$ cat src/rtl/prefetch_buffer_pkg.sv
// Shared types and constants for the instruction prefetch buffer.
package prefetch_buffer_pkg;

   // addi x0, x0, 0
   localparam logic [31:0] NOP = 32'h0000_0013;

   // One queued instruction tagged with the PC it was fetched from.
   typedef struct packed {
      logic [31:0] pc;
      logic [31:0] instr;
   } entry_t;

endpackage

$ cat src/rtl/prefetch_buffer_fifo.sv
// Synchronous DEPTH-entry FIFO holding PC-tagged instructions.
// Flush empties the queue and takes priority over a push in the same cycle.
module prefetch_buffer_fifo #(
   parameter int unsigned DEPTH = 4,
   parameter int unsigned WIDTH = 64
) (
   input  logic                         clk,
   input  logic                         res,
   input  logic                         flush,
   input  logic                         push,
   input  logic [WIDTH-1:0]             push_data,
   input  logic                         pop,
   output logic [WIDTH-1:0]             head,
   output logic [$clog2(DEPTH+1)-1:0]   count
);

   localparam int unsigned AW = $clog2(DEPTH);
   localparam int unsigned CW = $clog2(DEPTH+1);

   logic [WIDTH-1:0] mem_q [DEPTH];
   logic [AW-1:0]    rd_ptr_q, wr_ptr_q;
   logic [CW-1:0]    count_q;

   // Pointer and occupancy bookkeeping; pointers wrap naturally (DEPTH is a power of two).
   always_ff @(posedge clk) begin
      if (res || flush) begin
         rd_ptr_q <= '0;
         wr_ptr_q <= '0;
         count_q  <= '0;
      end else begin
         if (push) wr_ptr_q <= wr_ptr_q + AW'(1);
         if (pop)  rd_ptr_q <= rd_ptr_q + AW'(1);
         count_q <= count_q + CW'(push) - CW'(pop);
      end
   end

   // Storage array; no reset needed since occupancy gates every read.
   always_ff @(posedge clk) begin
      if (push && !flush && !res) mem_q[wr_ptr_q] <= push_data;
   end

   assign head  = mem_q[rd_ptr_q];
   assign count = count_q;

endmodule

$ cat src/rtl/prefetch_buffer.sv
// Instruction prefetch buffer: issues sequential word fetches ahead of decode, queues
// in-order responses with their PCs, and drops stale responses after a redirect.
// Optional feature macro: PREFETCH_BYPASS_EN (response forwarded straight to decode
// when the queue is empty).
module prefetch_buffer
   import prefetch_buffer_pkg::*;
#(
   parameter logic [31:0] RESET_PC = 32'h0,
   parameter int unsigned DEPTH    = 4
) (
   input  logic        clk,
   input  logic        res,
   output logic        imem_req,
   output logic [31:0] imem_addr,
   input  logic        imem_ready,
   input  logic        imem_rvalid,
   input  logic [31:0] imem_rdata,
   input  logic        redirect,
   input  logic [31:0] redirect_pc,
   output logic        instr_valid,
   input  logic        instr_ready,
   output logic [31:0] instr,
   output logic [31:0] instr_pc
);

   localparam int unsigned CW = $clog2(DEPTH+1);

   logic [31:0]   fetch_pc_q, resp_pc_q;
   logic [CW-1:0] outstanding_q, discard_q;
   logic [CW-1:0] outstanding_d;
   logic [CW-1:0] occupancy;
   logic [CW:0]   credit_used;
   logic [31:0]   redirect_aligned;
   logic [63:0]   head_raw;
   entry_t        head;
   entry_t        push_entry;
   logic          accept, resp_keep, queue_valid, push, pop;
`ifdef PREFETCH_BYPASS_EN
   logic          bypass;
`endif

   assign head             = entry_t'(head_raw);
   assign redirect_aligned = redirect_pc & 32'hFFFF_FFFC;

   // Requests in flight plus queued words never exceed DEPTH, so responses always fit.
   assign credit_used = {1'b0, outstanding_q} + {1'b0, occupancy};
   assign imem_req    = !res && !redirect && (credit_used < (CW+1)'(DEPTH));
   assign imem_addr   = fetch_pc_q;
   assign accept      = imem_req && imem_ready;

   // A response is kept only if it is not stale and no redirect is flushing this cycle.
   assign resp_keep     = imem_rvalid && (discard_q == '0) && !redirect;
   assign queue_valid   = (occupancy != '0) && !redirect;
   assign outstanding_d = outstanding_q + CW'(accept) - CW'(imem_rvalid);
   assign push_entry    = '{pc: resp_pc_q, instr: imem_rdata};

`ifdef PREFETCH_BYPASS_EN
   assign bypass = resp_keep && (occupancy == '0);
`endif

   // Decode-facing outputs and queue push/pop decisions.
   always_comb begin
      instr_valid = queue_valid;
      instr       = queue_valid ? head.instr : NOP;
      instr_pc    = (occupancy != '0) ? head.pc : resp_pc_q;
      pop         = queue_valid && instr_ready;
      push        = resp_keep;
`ifdef PREFETCH_BYPASS_EN
      if (bypass) begin
         instr_valid = 1'b1;
         instr       = imem_rdata;
         instr_pc    = resp_pc_q;
         // Word consumed directly by decode does not occupy a queue slot.
         push        = !instr_ready;
      end
`endif
   end

   // Fetch/response PCs and request bookkeeping; redirect overrides normal advance.
   always_ff @(posedge clk) begin
      if (res) begin
         fetch_pc_q    <= RESET_PC;
         resp_pc_q     <= RESET_PC;
         outstanding_q <= '0;
         discard_q     <= '0;
      end else if (redirect) begin
         fetch_pc_q    <= redirect_aligned;
         resp_pc_q     <= redirect_aligned;
         outstanding_q <= outstanding_d;
         // Everything still in flight after this cycle belongs to the old stream.
         discard_q     <= outstanding_d;
      end else begin
         if (accept)    fetch_pc_q <= fetch_pc_q + 32'd4;
         if (resp_keep) resp_pc_q  <= resp_pc_q + 32'd4;
         outstanding_q <= outstanding_d;
         if (imem_rvalid && (discard_q != '0)) discard_q <= discard_q - CW'(1);
      end
   end

   prefetch_buffer_fifo #(
      .DEPTH (DEPTH),
      .WIDTH (64)
   ) u_fifo (
      .clk       (clk),
      .res       (res),
      .flush     (redirect),
      .push      (push),
      .push_data (push_entry),
      .pop       (pop),
      .head      (head_raw),
      .count     (occupancy)
   );

endmodule

$ cat config.mk
export PLATFORM = sky130hd
export DESIGN_NAME = prefetch_buffer
export DESIGN_NICKNAME = d
export VERILOG_FILES = /design/src/rtl/prefetch_buffer_pkg.sv /design/src/rtl/prefetch_buffer_fifo.sv /design/src/rtl/prefetch_buffer.sv
export SDC_FILE = /design/constraint.sdc
export NUM_CORES = 1
export LEC_CHECK = 0
export CAP_MARGIN = 10
export CORE_UTILIZATION = 60
export CTS_CLUSTER_SIZE = 30
export DETAILED_ROUTE_END_ITERATION = 8
export DONT_BUFFER_PORTS = 1
export PLACE_DENSITY = 0.75
export RECOVER_POWER = 100
export SYNTH_ARGS = -nofsm -noshare
export SYNTH_HDL_FRONTEND = slang
export SYNTH_SLANG_ARGS = --single-unit
$ cat constraint.sdc
create_clock -name clk -period 4.05 [get_ports clk]
set_input_delay 0.6075 -clock clk [delete_from_list [all_inputs] [get_ports clk]]
set_output_delay 0.6075 -clock clk [all_outputs]
set_load 0.03 [all_outputs]
==> results <==
- The pin count of the biggest net entering global routing is 44.
- The path with the worst hold slack has its endpoint at discard_q[1].
- The fraction of layout instances using a drive strength above 1 is 0.1496.
- 0 antenna diodes ended up in the layout.
- After clock tree synthesis, the setup repair step added 0 buffers.
- The sequential cell area in the final layout is 0.008954 sq mm.
- In the final layout, the multi-input gates occupy 0.004322 sq mm.
- At the placement stage, the worst setup path has a slack of 876.4 ps.
- The total leakage power is 4.813 nW.
- The die height is 152.4 um.
- The total power consumption of the routed design is 7.511 mW.
- Across the run, the number of max-cap violations was 2.
- The routed design has 27.75 mm of wire.
- Once placement finished, the instance area stood at 0.01389 sq mm.
- The global-route wire length before repair is 43.24 mm.
- Routability-driven placement finished with a final weighted congestion of 0.9274.
- The endpoint of the lowest-slack register-to-register path is discard_q[2].
- The clock-pin slew reported for the worst setup and hold paths after clock tree synthesis is 60 ps.
- The H-tree was split into 2 levels.
- The effective utilization at floorplan is 0.6162.
- The reg-to-reg setup timing slack is 680 ps.
- The final reports fail on DRC, capacitance limit, slew limit.
- The total clock buffers created by CTS is 34.
- The placeable core area is 0.02203 sq mm.
- The maximum clock skew at final layout is 9.941 ps.
- Of the total synthesized cell area, the portion taken by XOR and XNOR cells is 0.03872.
- The sequential cell area fraction in the yosys report is 0.6593.
- The synthesized-area fraction occupied by adder cells is 0.01586.
- For this run, the number of Yosys warnings is 0.
- The post-route minimum period is 3388 ps.
- In this run the critical register-to-register path is launched from u_fifo.count[2].
- The hold path startpoint is res.
- The half-perimeter wire length after placement is 17.32 mm.
- The number of global-route vias before repair is 7834.
- The initial antenna violation count is 0.
- Of the post-synthesis cell area, the part taken by muxes is 0.1293.
- The transition time of the tightest slew-check pin is 1600 ps.
- For this design, the CTS-stage hold fixing added 0 buffers.
- Of the total synthesized cell area, the portion taken by AND, OR, NAND and NOR gates is 0.08591.
- The horizontal extent of the die is 152.4 um.
- The worst endpoint data arrival time is 2780 ps.
- Dividing total power by cell area gives a power density of 501.3 mW/mm^2.
- In the finished design, the share of the clock period the worst path needs comes to 0.8365.
- The dominant combinational cell family by area after synthesis is multiplexers.
- Yosys mapped the design onto 57 distinct sky130hd cell types.
- In this run the deepest clock path goes through 3 buffers.
- The pre-antenna-repair detailed-routing pass consisted of 7 iterations.
- The die covers 0.02323 sq mm.
- Port buffering added 0 buffers.
- Setup repair after global routing left no endpoint under its margin.
- The number of hold-slack violations in the final timing report came to 0.
- The worst hold path belongs to the class in -> reg.
- In this run the cell area of the synthesized design comes to 0.01357 sq mm.
- The average cell area after synthesis is 15.78 sq um.
- Final hold analysis gives a worst-case slack of 170.0 ps.
- For this design the top-level I/O count stands at 168.
- The signed area change from the synthesized netlist to the final layout is 10.38%.
- In this run, post-CTS repair resized a total of 0 instances.
- Once routing completed, OpenROAD measured the worst setup slack at 662.0 ps.
- The worst-case vdd ir drop is 301.4 uV.
- The total DRC errors in the routed layout is 14.
- After detailed placement, the design holds a cell count of 1107.
- The per-cell routed wire length is 23.73 um.
- The nature of the critical path endpoint is an output port.
- At the end of the flow the core is filled with cells to 0.6802.
- Setup violations remaining at the end of the flow were counted as 0.
- The count of final max-slew check failures came to 73.
- Counting instances, the worst hold path has a depth of 1.
- The number of standard cells after synthesis is 860.
- The critical setup path kind is reg -> out.
- For the worst flop-to-flop path, the logic depth is 13.
- The remaining global-route overflow is 0.
- The clock root buffer is sky130_fd_sc_hd__clkbuf_16.
- The insertion delay of the later-clocked pin in the worst-skew pair is 500 ps.
- In this run, synthesis produced a sequential element count of 323.
- Derived from the worst setup path, the maximum achievable clock frequency is 0.2952 GHz.
- At the end of the flow, the number of nets in the layout was 949.
- Detailed routing inserted a total of 7491 vias.
- The floorplan row count is 54.
- The area fraction in compound gates after synthesis is 0.04978.
- The total track usage is 0.2448.
- The number of fill cells is 1475.
- Counting flops with an async set or reset pin after synthesis yields a share of 0.
- The flow ran to the end, but the final reports show violations.
- The number of enable flip-flop cells after synthesis is 248.
- Adding up every negative setup slack in the final design gives 0 ps.
- The type of element launching the critical path is a flop.
- The number of design-rule violations left by the first detailed-router iteration is 572.
- In the routed layout, each cell is associated on average with a via count of 6.408.
- The normalized max-slew margin is -0.06674.
- The critical path data required time is 3440 ps.
- The largest fanout of any net on the critical path is 31.
- Once layout is complete, the cells apart from fillers number 1169.
- The most used flip-flop cell after synthesis is sky130_fd_sc_hd__edfxtp_1.
- The tree built by TritonCTS fans out to 323 sinks.
- The post-route standard cell area excluding fillers is 0.01498 sq mm.
- Once detail routing completed, the nets flagged for antenna violations numbered 0.
- The CTS tree is built.
flip-flops by register name (all words and copies together) (netlist names), named ones only:
name	count
discard_q	3
imem_addr	30
outstanding_q	3
resp_pc_q	30
u_fifo.count	3
u_fifo.mem_q	248
u_fifo.rd_ptr_q	2
u_fifo.wr_ptr_q	2
layer usage:
metal  up-vias  global-route usage  routed length (um)
met4         0             0.08795                 717
met5         -                   0                   0
met1      3785              0.3137               11130
met3        56             0.05973                2281
met2       321              0.4090               13620
li1       3329                   -                   -
critical path: stages, from the launching register on:
cell	delay, ps
sky130_fd_sc_hd__dfxtp_1	390
sky130_fd_sc_hd__nor3_1	110
sky130_fd_sc_hd__nor2_2	120
sky130_fd_sc_hd__clkbuf_1	1100
sky130_fd_sc_hd__and2_0	540
Yosys cell counts (all sizes together) (2+ instances only):
master,instances,area (sq um)
xnor2,30,262.8
or2,3,18.77
nor2b,2,12.51
a21oi,13,65.06
mux2,31,349.1
edfxtp,248,7447
nor4,10,83.83
a31oi,2,12.51
a21boi,31,232.7
a22oi,3,22.52
fa,2,40.04
ha,14,175.2
clkbuf,31,116.4
mux4,62,1396
buf,15,91.34
o311ai,2,17.52
a211oi,7,52.55
and3,16,100.1
nor3,14,86.34
o21a,18,135.1
inv,19,71.31
xor2,30,262.8
dfxtp,75,1501
nor2,29,108.9
and2,34,212.7
o22ai,5,31.28
a211o,2,17.52
nand2,30,112.6
nand4,27,175.2
or3,4,25.02
and4,6,52.55
o21ai,9,45.04
nand3,22,110.1
layout by cell type, fill, tap and decap left out, types with 7 or more instances in the layout:
master,n
sky130_fd_sc_hd__edfxtp_1,248
sky130_fd_sc_hd__nor2_1,28
sky130_fd_sc_hd__nor4_1,9
sky130_fd_sc_hd__xnor2_1,30
sky130_fd_sc_hd__nand2_1,30
sky130_fd_sc_hd__o21ai_0,9
sky130_fd_sc_hd__xor2_1,30
sky130_fd_sc_hd__nand4_1,27
sky130_fd_sc_hd__nand3_1,22
sky130_fd_sc_hd__clkinv_1,7
sky130_fd_sc_hd__nor3_1,13
sky130_fd_sc_hd__and2_0,33
sky130_fd_sc_hd__dfxtp_1,73
sky130_fd_sc_hd__a21boi_0,30
sky130_fd_sc_hd__inv_1,19
sky130_fd_sc_hd__mux2_1,29
sky130_fd_sc_hd__a21oi_1,13
sky130_fd_sc_hd__o21a_1,18
sky130_fd_sc_hd__a211oi_1,7
sky130_fd_sc_hd__clkbuf_16,37
sky130_fd_sc_hd__ha_1,14
sky130_fd_sc_hd__mux4_2,62
sky130_fd_sc_hd__and3_1,16
cells by family (layout without fill, tap and decap cells):
logic type / Yosys count / after routing
flip-flops: 323 / 323
AND/OR/NAND/NOR: 203 / 203
AO/OA/AOI/OAI: 97 / 97
multiplexers: 94 / 94
buffers and inverters: 66 / 92
XOR/XNOR: 60 / 60
adder cells (fa/ha/maj): 16 / 16
other: 1 / 4
power breakdown:
part / internal (mW) / total, mW / switching [mW]
clock network: 1.88 / 3.10 / 1.22
logic: 0.201 / 0.564 / 0.363
registers: 3.69 / 3.85 / 0.162
total: 5.77 / 7.51 / 1.74
cell type report:
cell class | instances | area share
Tap cell | 280 | 0.02338
Clock buffer | 47 | 0.06773
Clock inverter | 15 | 0.008268
Multi-Input combinational cell | 474 | 0.2885
Inverter | 20 | 0.005011
Timing Repair Buffer | 10 | 0.009521
Sequential cell | 323 | 0.5976
worst max-delay path by stage:
stage,start,end,slack (ps),depth (start not counted)
global placement,u_fifo.count[2],discard_q[2],970,13
floorplan,imem_rvalid,u_fifo.mem_q[0][0],930,3
finish,u_fifo.count[1],instr[22],660,4
detailed placement,u_fifo.count[2],discard_q[2],880,13
CTS,flop,instr[23],830,3
global route,u_fifo.count[1],instr[9],440,4
Note: power is estimated with default switching activity, not from simulation.
